File: src/rtl/next_pc_unit.sv
// Registered PC sequencer: CBZ/CBNZ/unconditional redirect, stall hold, RUN/HALT FSM
// and saturating taken-branch counter. Define PC_ALIGN_CHECK_EN to add the Misaligned trap.
module next_pc_unit #(
  parameter int unsigned          PC_WIDTH    = 64,
  parameter logic [PC_WIDTH-1:0]  RESET_PC    = '0,
  parameter int unsigned          INSTR_BYTES = 4,
  parameter int unsigned          IMM_SHIFT   = 2,
  parameter int unsigned          CNT_WIDTH   = 32
) (
  input  logic                 CLK,
  input  logic                 resetl,
  input  logic [PC_WIDTH-1:0]  SignExtImm64,
  input  logic                 Branch,
  input  logic                 BranchNZ,
  input  logic                 Uncondbranch,
  input  logic                 ALUZero,
  input  logic                 Stall,
  input  logic                 Halt,
  input  logic                 Resume,
  output logic [PC_WIDTH-1:0]  CurrentPC,
  output logic [PC_WIDTH-1:0]  NextPC,
  output logic                 Taken,
  output logic                 Halted,
  output logic [CNT_WIDTH-1:0] BranchCount
`ifdef PC_ALIGN_CHECK_EN
  ,
  output logic                 Misaligned
`endif
);

  typedef enum logic {RUN, HALT} state_t;

  state_t               state, state_nxt;
  logic [PC_WIDTH-1:0]  seq, tgt, pc_nxt;
  logic                 take, bad_align;
  logic                 taken_nxt, halted_nxt;
  logic [CNT_WIDTH-1:0] cnt_nxt;

  assign take = Uncondbranch | (Branch & ALUZero) | (BranchNZ & ~ALUZero);
  assign seq  = CurrentPC + PC_WIDTH'(INSTR_BYTES);
  assign tgt  = CurrentPC + (SignExtImm64 << IMM_SHIFT);

  always_comb begin
    NextPC = CurrentPC;
    if (state == RUN) NextPC = take ? tgt : seq;
  end

`ifdef PC_ALIGN_CHECK_EN
  assign bad_align = (NextPC % PC_WIDTH'(INSTR_BYTES)) != '0;
`else
  assign bad_align = 1'b0;
`endif

  always_comb begin
    state_nxt  = state;
    pc_nxt     = CurrentPC;
    taken_nxt  = 1'b0;
    halted_nxt = Halted;
    cnt_nxt    = BranchCount;
    case (state)
      RUN: begin
        if (bad_align) begin
          // Trap without committing the fetch address or counting the branch
          state_nxt  = HALT;
          halted_nxt = 1'b1;
        end else begin
          pc_nxt    = NextPC;
          taken_nxt = take;
          if (take && (BranchCount != '1)) cnt_nxt = BranchCount + 1'b1;
          if (Halt) begin
            state_nxt  = HALT;
            halted_nxt = 1'b1;
          end
        end
      end
      HALT: begin
        if (Resume) begin
          state_nxt  = RUN;
          halted_nxt = 1'b0;
        end
      end
      default: state_nxt = RUN;
    endcase
  end

  always_ff @(posedge CLK or negedge resetl) begin
    if (!resetl) begin
      state       <= RUN;
      CurrentPC   <= RESET_PC;
      Taken       <= 1'b0;
      Halted      <= 1'b0;
      BranchCount <= '0;
    end else if (!Stall) begin
      state       <= state_nxt;
      CurrentPC   <= pc_nxt;
      Taken       <= taken_nxt;
      Halted      <= halted_nxt;
      BranchCount <= cnt_nxt;
    end
  end

`ifdef PC_ALIGN_CHECK_EN
  always_ff @(posedge CLK or negedge resetl) begin
    if (!resetl)                               Misaligned <= 1'b0;
    else if (!Stall && state == RUN && bad_align) Misaligned <= 1'b1;
  end
`endif

endmodule

File: config.mk
export PLATFORM = sky130hd
export DESIGN_NAME = next_pc_unit
export DESIGN_NICKNAME = d
export VERILOG_FILES = /design/src/rtl/next_pc_unit.sv
export SDC_FILE = /design/constraint.sdc
export NUM_CORES = 1
export LEC_CHECK = 0
export CELL_PAD_IN_SITES_DETAIL_PLACEMENT = 0
export CELL_PAD_IN_SITES_GLOBAL_PLACEMENT = 1
export CORE_ASPECT_RATIO = 1.4
export CORE_MARGIN = 8
export CORE_UTILIZATION = 39
export CTS_CLUSTER_SIZE = 8
export DETAILED_ROUTE_END_ITERATION = 10
export MAX_ROUTING_LAYER = met4
export PLACE_DENSITY_LB_ADDON = 0.1
export SKIP_LAST_GASP = 1
export SYNTH_ARGS = -nofsm -noshare
export SYNTH_HDL_FRONTEND = slang
export SYNTH_SLANG_ARGS = --single-unit
File: constraint.sdc
create_clock -name CLK -period 14.6 [get_ports CLK]
set_input_delay 2.92 -clock CLK [delete_from_list [all_inputs] [get_ports CLK]]
set_output_delay 2.92 -clock CLK [all_outputs]
set_load 0.02 [all_outputs]
==> impl_metrics.tcl <==
set metrics [dict create \
    status "finished, final reports clean" \
    path_cells "clkdlybuf4s50_1 -> nor2b_1 -> a211oi_4 -> buf_4 -> or2_2 -> ha_1 -> fa_1 -> a211oi_1 -> o21ai_1 -> o2111ai_1 -> o211ai_2 -> a211o_1 -> a21bo_2 -> a21boi_2 -> nor4b_1 -> a311oi_1 -> clkdlybuf4s50_1" \
    dp_hpwl_microns 21900 \
    wirelength_microns 27900 \
    netlist_instances 1101 \
    post-route-drc-count 0 \
    cp.required_ns 11.68 \
    synth_fa_ha_area_share_pct 9.17 \
    yosysSeqAreaShare_pct 28.0 \
    grt_pass1_wl_microns 45200 \
    setup_tns_ns 0 \
    synth_top_area_share_pct 28.0 \
    drv_slew 0 \
    grt_max_degree 120 \
    final_hold_viol_count 0 \
    cts_root_buf "clkbuf_16" \
    arrival_ns 8.12 \
    post-cts-setup-buffer-count 0 \
    cp_max_fo 64 \
    cts_hold_buf 0 \
    drive_above_1_share_pct 4.97 \
    hold_path.class "reg2reg" \
    max-clock-path-buffers 2 \
    p_per_area_nw_per_um2 223 \
    synthFlopType "dfrtp_1" \
    fp.dieH_microns 192 \
    synth_edf_count 0 \
    drt-vias-per-instance 5.23 \
    r2r_cells 11 \
    synthMuxAreaShare_pct 0.519 \
    antenna_found_initial 0 \
    fin_crit_ns 11.04 \
    yosys_warnings 0 \
    row_count 64 \
    clock_sinks 97 \
    fmax_mhz 90.6 \
    place_congestion 0.887 \
    cp-end-kind "output port" \
    crit_top_cell "clkdlybuf4s50_1" \
    cts_buffers 9 \
    critPathMaxStageDelay_ns 0.68 \
    die_x_microns 142 \
    grt_usage_pct 21.1 \
    skew_ns 0.0140 \
    synth-xor-area-share_pct 9.09 \
    start_util_pct 39.7 \
    irDropWorstVdd_mv 0.108 \
    startpoint_type "input pin" \
    core_sq_um 21900 \
    fin_ws_ns 3.56 \
    setup_viol 0 \
    portBuffers 228 \
    htree_levels 3 \
    synthDistinctLibCells 76 \
    grt_pass1_vias 8572 \
    cts_tree "built" \
    maxCapViolations 0 \
    hold_depth 2 \
    wl_per_cell_microns 17.6 \
    overflow 0 \
    dpl_worst_slack_ns 3.63 \
    slew_headroom_pct 29.5 \
    critPathKind "in2out" \
    synthArstFlopShare_pct 100 \
    nNetsFinal 1420 \
    drt_iter0_drc 256 \
    syn_area_per_cell_sq_um 7.88 \
    synthTopCellsByArea "dfrtp_1 (28%), ha_1 (8.9%), nand2_1 (8.2%)" \
    fin_crit_sh_pct 75.6 \
    vias 8306 \
    cts_resized 0 \
    synth_area_sq_um 8680 \
    slowest_stage "clkdlybuf4s50_1" \
    synth_simple_gate_area_share_pct 23.4 \
    synth_top_family_by_area "compound AO/OA/AOI/OAI gates" \
    synth_compound_area_share_pct 25.1 \
    die-area_sq_um 27300 \
    clock_latency_ns 0.37 \
    path_clk_slew_ns 0.08 \
    syn2layout_area_growth_pct 30.6 \
    p_leak_nw 4.72 \
    first_pass_iters 5 \
    worst_pin_slew_ns 1.06 \
    synth_area_leader_cell "dfrtp_1" \
    ant_nets 0 \
    synth.ff_latch_count 97 \
    ios 235 \
    rsz0062_at_grt "no" \
]
layer usage:
layer  GRT usage, %  up-vias  share of wire (%)  wire (microns)
met4           6.17        0                2.0             544
met3           4.16       36                5.2            1460
met5              -        -                  0               0
met1           23.8     3839                 42           11700
li1               -     4253                  -               -
met2           37.2      178                 51           14200
report_power, final:
group          internal [mW]  total (mW)  leakage, nW  switching (mW)
clock network          0.124       0.258        0.150           0.134
logic                  0.769        1.80         3.33            1.03
registers              0.360       0.475         1.24           0.114
total                   1.25        2.53         4.72            1.28
state kept, by name, indices dropped and copies added, names as in the netlist:
register / flops
Taken: 1
state: 1
BranchCount: 32
CurrentPC: 62
Halted: 1
cells in the final DEF, fill, tap and decap left out, types with 9 or more instances in the layout:
cell type,instances
nand4_1,31
xnor2_1,55
nor2_1,53
inv_1,14
o21bai_1,15
clkdlybuf4s50_1,227
nor2b_1,66
nand3_1,21
clkbuf_16,9
dfrtp_1,96
ha_1,62
a21o_1,33
a21oi_1,84
o21ai_1,21
xor2_1,35
o21ai_0,127
nand2_1,190
worst max-delay path, delay by kind of cell:
kind	cells	cell delay [ns]
compound gates	9	2.33
fa+ha+maj	2	0.64
buf+inv	3	1.49
simple gates	3	0.70
synth_stat cells (3+ instances only):
master	instances
a211oi_1	6
a21boi_1	3
a21o_1	33
a21o_2	3
a21oi_1	84
a22oi_1	3
a31oi_1	8
and2_1	4
and3_1	4
and4_1	4
buf_4	10
buf_6	6
clkbuf_1	38
clkbuf_2	3
dfrtp_1	97
ha_1	62
inv_1	14
mux2_2	4
nand2_1	190
nand2b_1	6
nand3_1	21
nand4_1	31
nor2_1	53
nor2b_1	66
nor3_1	8
o2111ai_1	3
o211ai_1	6
o21a_1	5
o21ai_0	127
o21ai_1	21
o21ba_2	3
o21bai_1	15
o31ai_1	7
o31ai_2	3
or2_2	7
or3_1	3
xnor2_1	55
xor2_1	35
through the flow:
step                      hold WS (ns)  utilization, %  cells  area, sq um  power [mW]
after detailed placement         0.478            50.4   1570        11000        2.29
after CTS                        0.498            51.8   1586        11300        2.56
after global routing             0.526            51.8   1586        11300        2.74
after floorplan                  0.583               -   1104         8690        1.59
after global placement           0.477            50.4   1570        11000        2.28
final                            0.494            51.8   1587        11300        2.53
logic make-up (layout without fill, tap and decap cells):
kind of cell,after synthesis,in the layout
AOI/OAI and AO/OA,352,352
xor gates and xnor gates,90,90
adders and majority gates,63,63
buffers and inverters,77,262
DFF,97,97
muxes,4,4
other,1,5
and+or+nand+nor,417,417
worst paths after layout:
path,start,slack (ns),endpoint
hold / removal,Taken$_DFFE_PN0N_,0.49,Taken$_DFFE_PN0N_
setup / recovery,ALUZero,3.56,NextPC[58]
min in group asynchronous,resetl,2.55,CurrentPC[33]$_DFFE_PN0P_
max in group asynchronous,resetl,10.79,state$_DFFE_PN0N_
hold reg to reg,Taken$_DFFE_PN0N_,0.49,Taken$_DFFE_PN0N_
setup reg to reg,CurrentPC[2]$_DFFE_PN0P_,10.95,CurrentPC[54]$_DFFE_PN0P_
cell type report:
class                   instances  area, sq um
fillers                      2151        10500
multi-input cells             930         5860
flip-flops and latches         97         2430
repair buffers                232         2310
well taps                     297          372
clock buffers                   9          225
clock inverters                 7         81.3
inverters                      14         52.6
diodes                          1         2.50
(Power assumes the default switching activity.)
